**src/rtl/vga_plot_arbiter.sv**
```systemverilog
// vga_plot_arbiter: shares the VGA adapter pixel-write port between three
// rectangle-drawing clients. Grants one client, scans its rectangle out one
// pixel per clock with off-screen clipping, then pulses done.
// Optional feature macro: PLOT_ARB_RR_EN selects round-robin arbitration;
// when undefined, arbitration is fixed priority (req[0] highest).
module vga_plot_arbiter #(
   parameter int unsigned X_MAX = 160,
   parameter int unsigned Y_MAX = 120
) (
   input  logic        clock,
   input  logic        reset,
   input  logic [2:0]  req,
   input  logic [23:0] rx,
   input  logic [20:0] ry,
   input  logic [11:0] rw,
   input  logic [11:0] rh,
   input  logic [26:0] rcol,
   output logic [2:0]  grant,
   output logic [2:0]  done,
   output logic        busy,
   output logic [7:0]  oX,
   output logic [6:0]  oY,
   output logic [8:0]  oColour,
   output logic        oPlot
);

   localparam logic [8:0] X_LIM = 9'(X_MAX);
   localparam logic [7:0] Y_LIM = 8'(Y_MAX);

   typedef enum logic [1:0] {IDLE, DRAW, DONE} state_t;

   state_t      state_q, state_d;
   logic [2:0]  grant_q, grant_d;
   logic [2:0]  done_q, done_d;
   logic        busy_q, busy_d;
   logic [7:0]  ox_q, ox_d;
   logic [6:0]  oy_q, oy_d;
   logic [8:0]  ocol_q, ocol_d;
   logic        oplot_q, oplot_d;
   logic [7:0]  x0_q, x0_d;
   logic [6:0]  y0_q, y0_d;
   logic [3:0]  w_q, w_d;
   logic [3:0]  h_q, h_d;
   logic [8:0]  col_q, col_d;
   logic [3:0]  cx_q, cx_d;
   logic [3:0]  cy_q, cy_d;
   logic [1:0]  win_q, win_d;

   logic [1:0]  sel_c;
   logic [7:0]  lx_c;
   logic [6:0]  ly_c;
   logic [3:0]  lw_c, lh_c;
   logic [8:0]  lcol_c;

`ifdef PLOT_ARB_RR_EN
   logic [1:0] ptr_q, ptr_d;
   logic [2:0] rot_c;
   logic [1:0] pos_c;
   logic [2:0] wsum_c;

   // Round-robin winner: rotate requests so the pointer client is bit 0.
   always_comb begin
      case (ptr_q)
         2'd1:    rot_c = {req[0], req[2], req[1]};
         2'd2:    rot_c = {req[1], req[0], req[2]};
         default: rot_c = req;
      endcase
      casez (rot_c)
         3'b??1:  pos_c = 2'd0;
         3'b?10:  pos_c = 2'd1;
         default: pos_c = 2'd2;
      endcase
      wsum_c = {1'b0, ptr_q} + {1'b0, pos_c};
      sel_c  = (wsum_c >= 3'd3) ? 2'(wsum_c - 3'd3) : wsum_c[1:0];
   end

   // Pointer advances past the winner on each grant.
   always_comb begin
      ptr_d = ptr_q;
      if (state_q == IDLE && req != 3'b000)
         ptr_d = (sel_c == 2'd2) ? 2'd0 : 2'(sel_c + 2'd1);
   end

   // Pointer register.
   always_ff @(posedge clock) begin
      if (reset) ptr_q <= 2'd0;
      else       ptr_q <= ptr_d;
   end
`else
   // Fixed priority winner: lowest index wins.
   always_comb begin
      casez (req)
         3'b??1:  sel_c = 2'd0;
         3'b?10:  sel_c = 2'd1;
         default: sel_c = 2'd2;
      endcase
   end
`endif

   // Pick the selected client's rectangle from the request buses.
   always_comb begin
      case (sel_c)
         2'd1: begin
            lx_c = rx[15:8];  ly_c = ry[13:7];  lw_c = rw[7:4];
            lh_c = rh[7:4];   lcol_c = rcol[17:9];
         end
         2'd2: begin
            lx_c = rx[23:16]; ly_c = ry[20:14]; lw_c = rw[11:8];
            lh_c = rh[11:8];  lcol_c = rcol[26:18];
         end
         default: begin
            lx_c = rx[7:0];   ly_c = ry[6:0];   lw_c = rw[3:0];
            lh_c = rh[3:0];   lcol_c = rcol[8:0];
         end
      endcase
   end

   logic [7:0] px_base;
   logic [6:0] py_base;
   logic [3:0] pcx, pcy;
   logic [8:0] pcol;
   logic       emit;
   logic [8:0] xs;
   logic [7:0] ys;

   // Next-state and registered-output logic; the pixel for the next cycle is
   // computed here so it appears the cycle after grant.
   always_comb begin
      state_d = state_q;
      grant_d = grant_q;
      done_d  = 3'b000;
      busy_d  = busy_q;
      ox_d    = ox_q;
      oy_d    = oy_q;
      ocol_d  = ocol_q;
      oplot_d = 1'b0;
      x0_d    = x0_q;
      y0_d    = y0_q;
      w_d     = w_q;
      h_d     = h_q;
      col_d   = col_q;
      cx_d    = cx_q;
      cy_d    = cy_q;
      win_d   = win_q;
      px_base = x0_q;
      py_base = y0_q;
      pcx     = cx_q;
      pcy     = cy_q;
      pcol    = col_q;
      emit    = 1'b0;
      xs      = 9'd0;
      ys      = 8'd0;

      case (state_q)
         IDLE: begin
            grant_d = 3'b000;
            busy_d  = 1'b0;
            if (req != 3'b000) begin
               state_d = DRAW;
               win_d   = sel_c;
               grant_d = 3'b001 << sel_c;
               busy_d  = 1'b1;
               x0_d    = lx_c;
               y0_d    = ly_c;
               w_d     = lw_c;
               h_d     = lh_c;
               col_d   = lcol_c;
               cx_d    = 4'd0;
               cy_d    = 4'd0;
               px_base = lx_c;
               py_base = ly_c;
               pcx     = 4'd0;
               pcy     = 4'd0;
               pcol    = lcol_c;
               emit    = 1'b1;
            end
         end
         DRAW: begin
            if (cx_q == w_q && cy_q == h_q) begin
               state_d = DONE;
               grant_d = 3'b000;
               done_d  = 3'b001 << win_q;
            end else begin
               if (cx_q == w_q) begin
                  cx_d = 4'd0;
                  cy_d = cy_q + 4'd1;
               end else begin
                  cx_d = cx_q + 4'd1;
               end
               pcx  = cx_d;
               pcy  = cy_d;
               emit = 1'b1;
            end
         end
         DONE: begin
            state_d = IDLE;
            grant_d = 3'b000;
            busy_d  = 1'b0;
         end
         default: state_d = IDLE;
      endcase

      xs = {1'b0, px_base} + {5'd0, pcx};
      ys = {1'b0, py_base} + {4'd0, pcy};
      if (emit) begin
         ox_d    = xs[7:0];
         oy_d    = ys[6:0];
         ocol_d  = pcol;
         oplot_d = (xs < X_LIM) && (ys < Y_LIM);
      end
   end

   // State and output registers with synchronous reset.
   always_ff @(posedge clock) begin
      if (reset) begin
         state_q <= IDLE;
         grant_q <= 3'b000;
         done_q  <= 3'b000;
         busy_q  <= 1'b0;
         ox_q    <= 8'd0;
         oy_q    <= 7'd0;
         ocol_q  <= 9'd0;
         oplot_q <= 1'b0;
         x0_q    <= 8'd0;
         y0_q    <= 7'd0;
         w_q     <= 4'd0;
         h_q     <= 4'd0;
         col_q   <= 9'd0;
         cx_q    <= 4'd0;
         cy_q    <= 4'd0;
         win_q   <= 2'd0;
      end else begin
         state_q <= state_d;
         grant_q <= grant_d;
         done_q  <= done_d;
         busy_q  <= busy_d;
         ox_q    <= ox_d;
         oy_q    <= oy_d;
         ocol_q  <= ocol_d;
         oplot_q <= oplot_d;
         x0_q    <= x0_d;
         y0_q    <= y0_d;
         w_q     <= w_d;
         h_q     <= h_d;
         col_q   <= col_d;
         cx_q    <= cx_d;
         cy_q    <= cy_d;
         win_q   <= win_d;
      end
   end

   assign grant   = grant_q;
   assign done    = done_q;
   assign busy    = busy_q;
   assign oX      = ox_q;
   assign oY      = oy_q;
   assign oColour = ocol_q;
   assign oPlot   = oplot_q;

endmodule
```
**config.mk**
```make
export PLATFORM = sky130hd
export DESIGN_NAME = vga_plot_arbiter
export DESIGN_NICKNAME = d
export VERILOG_FILES = /design/src/rtl/vga_plot_arbiter.sv
export SDC_FILE = /design/constraint.sdc
export NUM_CORES = 1
export LEC_CHECK = 0
export CAP_MARGIN = 20
export CORE_MARGIN = 2
export CORE_UTILIZATION = 40
export CTS_CLUSTER_SIZE = 12
export DETAILED_ROUTE_END_ITERATION = 8
export PLACE_DENSITY = 0.71
export SYNTH_ARGS = -nofsm -noshare
export SYNTH_HDL_FRONTEND = slang
export SYNTH_SLANG_ARGS = --single-unit
```
**constraint.sdc**
```tcl
create_clock -name clock -period 7.8 [get_ports clock]
set_clock_uncertainty 0.15 [all_clocks]
set_input_delay 1.56 -clock clock [delete_from_list [all_inputs] [get_ports clock]]
set_output_delay 1.56 -clock clock [all_outputs]
set_load 0.005 [all_outputs]
```
==> results.md, run 1 <==
* Number of synthesized register bits at 76
* Max incr delay on CP at 0.65 ns
* Most common cell after layout, fill and taps aside: clkdlybuf4s50_1
* Vertical die dimension at 105.9 µm
* Worst reg2reg endpoint: oPlot$_SDFF_PP0_
* Half-perimeter wire length after placement at 8543 µm
* Die area at 0.01122 mm²
* Post-cts resize count at 0
* Number of flops mapped to enable cells by yosys at 0
* Area share of the leading cell type in the synthesized netlist at 0.3660
* I/O Buffers at 132
* Wire length after detailed routing at 11380 µm
* Initial core utilization at 0.4081
* Clock Path Buffers at 2
* Total vias in the final route at 4042
* Leftover overflow at the end of global routing at 0
* Power per Cell Area at 300.9 mW/mm²
* Per-cell routed wire length at 14.92 µm
* Ordered cell list for the critical path: buf_2, nor3_1, nand2_1, o21ai_0, o21bai_1, mux2_2, ha_1, fa_1, a21o_1, a21oi_1, nor4bb_1, a22o_1, nor4_1
* Kind of cell with the highest combined delay on the critical path: compound AO/OA/AOI/OAI gates
* Max-cap violations at 0
* Clock root buffer: clkbuf_8
* Worst relative slew slack at 0.4220
* Largest cells by area after synthesis: dfxtp_1, mux2i_1, a21oi_1
* Buffering stage count on the worst path with inverters included at 1
* Final Non-Filler Cells at 763
* Number of antenna violations at the first check in global routing at 0
* # DRC at 0
* Number of nets in the layout at 740
* Clock latency at the later pin of the worst-skew pair at 0.36 ns
* WP data arrival at 5.12 ns
* GRT Overall Usage at 0.2051
* Total CTS buffers at 9
* Data required time of the worst path at 7.89 ns
* Synth Warn # at 0
* Post-synthesis cell type count at 56
* Count of buffers added by post-CTS timing repair for setup at 0
* Critical Path Start Type: input port
* Post-layout worst setup margin at 2.770 ns
* Worst Reg2Reg Path Length in Cells at 12
* Worst-path clk slew at 0.08 ns
* Die width at 105.9 µm
* Layout area overhead at 37.00%
* Shortest period the worst path allows at 5.030 ns
* Worst-path cell with the longest stage delay: buf_2
* Avg Vias per Cell at 5.298
* Most frequently used flop master after synthesis: dfxtp_1
* Post-synthesis cell type with the largest combined area: dfxtp_1
* Fraction of final layout cells sized beyond drive strength 1 at 0.05582
* Worst setup slack before clock tree synthesis at 2.452 ns
* Crit Path Class: input port to flop
* Number of clock sinks seen by CTS at 76
* Worst reg2reg startpoint: state_q[1]$_SDFFE_PP0P_
* H-tree levels at 3
* Startpoint of the worst hold path: oX[3]$_SDFFE_PP0P_
* Antenna diode instance count at 0
* Avg Inst Size Synth at 8.182 µm²
* Post-synthesis instance total at 508
* Final hold slack at 0.3032 ns
* Number of pins exceeding their max-slew limit in the final report at 0
* Peak supply drop at 0.1242 mV
* Fmax at 198.8 MHz
* Number of failing setup endpoints in the final timing report at 0
* Total instance count after detailed placement at 748
* Worst hold endpoint: oX[3]$_SDFFE_PP0P_
* Drt initial violations at 127
* Leakage power at 2.240 nW
* Reg2reg setup slack at 3.93 ns
* Synthesized area at 0.004156 mm²
* Nature of the critical path endpoint: flop
* HP Class: flop to flop
* Top library cells by usage in the layout, fill and taps aside: clkdlybuf4s50_1, dfxtp_1, nor2_1
* Final Cycle Share at 0.6449
* CTS tree: yes
* First-pass GRT wire length at 18410 µm
* Total nets after synthesis at 625
* Async SR Flop Fraction at 0
* Unrepaired setup endpoints after global routing: no
* Vias in the first global route at 3818
* Area of the core at 0.01018 mm²
* Post-CTS Hold Buffers at 0
* Detailed-router iteration count before antenna repair at 4
* Io pins at 133
* Filler Cells Inserted at 954
* Sum Neg Setup Slack at 0 ns
* Final GP Congestion at 0.8634
* Hold path cells at 2
* Worst slew pin tran at 0.8669 ns
* Hold violation total from the final report at 0
* Share of synthesized area occupied by flip-flops and latches at 0.3660
* Pin count of the biggest net entering global routing at 59
* Outcome: finished clean
* Row count at 37
* CP max FO at 55
* Count of nets left with antenna violations after detail routing at 0
[worst register-to-register path, cell delays in order (launching register included)]
cell and delay, ns:
dfxtp_1 0.33, inv_1 0.11, ha_1 0.39, o31a_1 0.73, o221ai_1 0.29, a21oi_1 0.27
ha_1 0.22, fa_1 0.24, a21o_1 0.13, a21oi_1 0.12, or2_2 0.29, a2111oi_0 0.38
nor4_1 0.10
[where the power goes]
group	switching [mW]	internal [mW]
Sequential	0.0552	0.498
Clock	0.153	0.156
Combinational	0.470	0.382
[metrics by stage]
step           total power [mW]  instance area (µm²)  utilization
2_1_floorplan             1.125                 4156            -
3_3_place_gp              1.389                 5495       0.5396
3_5_place_dp              1.412                 5495       0.5396
4_1_cts                   1.724                 5694       0.5591
5_1_grt                   1.842                 5694       0.5591
6_report                  1.713                 5694       0.5591
[layer usage]
metal | wire length (µm) | up-vias | GRT usage
met5 | 0 | - | 0
met4 | 281 | 0 | 0.08271
met3 | 609 | 19 | 0.04047
met2 | 5530 | 144 | 0.3507
met1 | 4960 | 1872 | 0.2533
li1 | - | 2007 | -
[kinds of logic (layout without fill, tap and decap cells)]
logic type	after synthesis	in the layout	share of synthesized area
DFF	76	76	0.3660
adders and majority gates	16	16	0.05178
buffers and inverters	39	158	0.04756
muxes	37	37	0.09151
and+or+nand+nor	197	197	0.2146
AOI/OAI and AO/OA	126	126	0.1927
xor gates and xnor gates	17	17	0.03582
[flip-flops by register name (all words and copies together) (netlist names)]
signal	cells
busy	1
col_q	9
cx_q	4
cy_q	4
done	3
grant	3
h_q	4
oColour	9
oPlot	1
oX	8
oY	7
state_q	2
w_q	4
win_q	2
x0_q	8
y0_q	7
[worst max-delay path by stage]
stage / end / cells after the start / from
after floorplan: oPlot$_SDFF_PP0_ / 14 / req[0]
after global placement: oPlot$_SDFF_PP0_ / 11 / req[0]
after detailed placement: oPlot$_SDFF_PP0_ / 13 / req[0]
after CTS: oPlot$_SDFF_PP0_ / 13 / req[0]
after global routing: oPlot$_SDFF_PP0_ / 13 / req[0]
final: oPlot$_SDFF_PP0_ / 13 / req[0]
[cells in the mapped netlist (2+ instances only)]
| cell type | instances |
|---|---|
| nand2b_1 | 3 |
| o31ai_1 | 3 |
| o221ai_1 | 4 |
| nand3_1 | 11 |
| mux2i_1 | 31 |
| and2_1 | 16 |
| ha_1 | 14 |
| a211oi_1 | 16 |
| nor2b_1 | 5 |
| a22oi_1 | 3 |
| a2111oi_0 | 2 |
| nor4_1 | 3 |
| nor3b_1 | 3 |
| o21a_1 | 2 |
| clkbuf_1 | 17 |
| or2_2 | 2 |
| a31oi_1 | 2 |
| and4_1 | 2 |
| o21ai_0 | 17 |
| inv_1 | 6 |
| fa_1 | 2 |
| a21oi_1 | 55 |
| a21o_1 | 4 |
| dfxtp_1 | 76 |
| xor2_1 | 4 |
| o21bai_1 | 2 |
| buf_1 | 2 |
| nor2_1 | 70 |
| xnor2_1 | 13 |
| buf_6 | 5 |
| o31a_1 | 3 |
| nand4_1 | 3 |
| mux2_2 | 5 |
| nor3_1 | 7 |
| or4_1 | 2 |
| nand2_1 | 65 |
| a22o_1 | 2 |
| buf_2 | 8 |
[final cells by class]
cell class                      count  area (µm²)  area share
Sequential cell                    76        1521      0.2672
Clock inverter                      5       61.31     0.01077
Inverter                            6       22.52    0.003955
Multi-Input combinational cell    393        2437      0.4280
Timing Repair Buffer              137        1344      0.2360
Clock buffer                       10       137.6     0.02417
Tap cell                          136       170.2     0.02988
(Power assumes the default switching activity.)
==> inputs of run 2 (changes only) <==
- clock period: 7.8 -> 4.75 ns (I/O delays scaled with it)
==> results.md, run 2 (synthesized netlist as in run 1, its figures left out) <==
* Outcome: finished clean
* Number of antenna violations at the first check in global routing at 0 (unchanged)
* Worst-path cell with the longest stage delay: clkdlybuf4s50_1
* Layout area overhead at 38.89%
* Number of failing setup endpoints in the final timing report at 0 (unchanged)
* CTS tree: yes
* Pin count of the biggest net entering global routing at 59 (unchanged)
* Worst slew pin tran at 0.5953 ns (-0.2717 ns)
* Post-cts resize count at 0 (unchanged)
* Vertical die dimension at 105.9 µm (unchanged)
* Data required time of the worst path at 4.85 ns (-3.04 ns)
* Power per Cell Area at 507.0 mW/mm² (+68%)
* Final GP Congestion at 0.8530 (-1.2%)
* Most common cell after layout, fill and taps aside: clkdlybuf4s50_1
* Shortest period the worst path allows at 4.122 ns
* CP max FO at 6 (-89%)
* Die width at 105.9 µm (unchanged)
* Hold violation total from the final report at 0 (unchanged)
* WP data arrival at 4.23 ns (-0.89 ns)
* Nature of the critical path endpoint: flop
* Avg Vias per Cell at 5.180 (-2.2%)
* Area of the core at 0.01018 mm² (unchanged)
* Ordered cell list for the critical path: clkdlybuf4s50_1, nor3_1, nand2_1, o21ai_0, buf_4, o21bai_1, a21o_1, ha_1, fa_1, a21o_1, a21oi_1, or2_2, a2111oi_0, nor4_1
* Count of buffers added by post-CTS timing repair for setup at 0 (unchanged)
* H-tree levels at 3 (unchanged)
* Critical Path Start Type: input port
* First-pass GRT wire length at 18930 µm (+2.8%)
* Worst reg2reg startpoint: state_q[0]$_SDFFE_PP0P_
* GRT Overall Usage at 0.2115 (+0.006389)
* Sum Neg Setup Slack at 0 ns (unchanged)
* Startpoint of the worst hold path: oY[3]$_SDFFE_PP0P_
* Leftover overflow at the end of global routing at 0 (unchanged)
* Fraction of final layout cells sized beyond drive strength 1 at 0.06614 (+0.01032)
* Crit Path Class: input port to flop
* Total vias in the final route at 3994 (-1.2%)
* Final Cycle Share at 0.8678
* Leakage power at 2.289 nW (+2.2%)
* Total CTS buffers at 9 (unchanged)
* Top library cells by usage in the layout, fill and taps aside: clkdlybuf4s50_1, dfxtp_1, nor2_1
* Reg2reg setup slack at 1.12 ns (-2.81 ns)
* Worst reg2reg endpoint: oPlot$_SDFF_PP0_
* Hold path cells at 2 (unchanged)
* Number of nets in the layout at 747 (+0.95%)
* Post-layout worst setup margin at 0.6279 ns (-2.142 ns)
* Antenna diode instance count at 0 (unchanged)
* Peak supply drop at 0.2206 mV (+78%)
* Number of clock sinks seen by CTS at 76 (unchanged)
* Half-perimeter wire length after placement at 8752 µm (+2.4%)
* Filler Cells Inserted at 962 (+0.84%)
* Wire length after detailed routing at 11490 µm (+0.94%)
* Initial core utilization at 0.4081 (unchanged)
* Worst-path clk slew at 0.08 ns (about the same)
* Post-CTS Hold Buffers at 0 (unchanged)
* Worst setup slack before clock tree synthesis at 0.2939 ns (-2.158 ns)
* Clock Path Buffers at 2 (unchanged)
* HP Class: flop to flop
* Count of nets left with antenna violations after detail routing at 0 (unchanged)
* Unrepaired setup endpoints after global routing: no
* # DRC at 0 (unchanged)
* I/O Buffers at 132 (unchanged)
* Max incr delay on CP at 0.62 ns (-0.03 ns)
* Detailed-router iteration count before antenna repair at 4 (unchanged)
* Cell type with the highest occurrence count on the critical path: a21o_1
* Die area at 0.01122 mm² (unchanged)
* Worst relative slew slack at 0.6032 (+0.1811)
* Row count at 37 (unchanged)
* Worst hold endpoint: oY[3]$_SDFFE_PP0P_
* Clock root buffer: clkbuf_8
* Io pins at 133 (unchanged)
* Clock latency at the later pin of the worst-skew pair at 0.35 ns (about the same)
* Fmax at 242.6 MHz
* Per-cell routed wire length at 14.90 µm (-0.11%)
* Number of pins exceeding their max-slew limit in the final report at 0 (unchanged)
* Max-cap violations at 0 (unchanged)
* Vias in the first global route at 3929 (+2.9%)
* Drt initial violations at 161 (+27%)
* Worst Reg2Reg Path Length in Cells at 14 (+2)
## run 2: changes by cell type in the layout (fill, tap and decap cells not counted)
cell,change
buf_4,+7
bufinv_16,+1
clkbuf_1,+1
clkinvlp_4,-1
## run 2: worst max path at each step
stage / cells after the start / slack, ns / endpoint / startpoint
finish: 14 / 0.63 / oPlot$_SDFF_PP0_ / req[2]
detailed placement: 13 / 0.29 / oPlot$_SDFF_PP0_ / req[2]
floorplan: 14 / 0.83 / oPlot$_SDFF_PP0_ / req[0]
CTS: 13 / 0.66 / oPlot$_SDFF_PP0_ / req[2]
global placement: 14 / 0.39 / oPlot$_SDFF_PP0_ / req[2]
global route: 14 / 0.44 / oPlot$_SDFF_PP0_ / req[2]
## run 2: layout make-up
type	instances	area, µm²	share of cell area
Multi-Input combinational cell	393	2437	0.4222
Timing Repair Buffer	144	1396	0.2419
Clock inverter	5	83.83	0.01452
Inverter	6	22.52	0.003901
Sequential cell	76	1521	0.2635
Clock buffer	11	141.4	0.02449
Tap cell	136	170.2	0.02948
## run 2: power breakdown
group | internal, mW | switching [mW] | total (mW) | leakage, nW
sequential | 0.817 | 0.0957 | 0.913 | 0.625
clock | 0.312 | 0.249 | 0.561 | 0.106
combinational | 0.667 | 0.786 | 1.45 | 1.56
## run 2: per-layer routing
layer	vias up	global-route usage	part of all wire
met2	128	0.3664	0.48
met3	24	0.04047	0.056
met4	0	0.08271	0.025
met1	1817	0.2589	0.44
li1	2025	-	-
met5	-	0	0
## run 2: critical path: cells and delay by family
family / cells / cell delay (ns)
AO/OA/AOI/OAI: 6 / 1.12
buffers and inverters: 2 / 0.82
AND/OR/NAND/NOR: 4 / 0.67
adder cells (fa/ha/maj): 2 / 0.65
## run 2: metrics by stage
| stage | area [µm²] | hold slack [ns] | utilization | cells | total power [mW] |
|---|---|---|---|---|---|
| after global routing | 5773 | 0.3384 | 0.5668 | 771 | 3.145 |
| after detailed placement | 5548 | 0.2956 | 0.5447 | 755 | 2.372 |
| after CTS | 5773 | 0.3052 | 0.5668 | 771 | 2.946 |
| after floorplan | 4156 | 0.2843 | - | 508 | 1.847 |
| after global placement | 5548 | 0.2965 | 0.5447 | 755 | 2.344 |
| final | 5773 | 0.3021 | 0.5668 | 771 | 2.927 |
==> inputs of run 3 (changes only) <==
- SLEW_MARGIN: default -> 20
==> results of run 3 <==
Same layout as run 2: the final DEF is identical, and so are final timing and power.
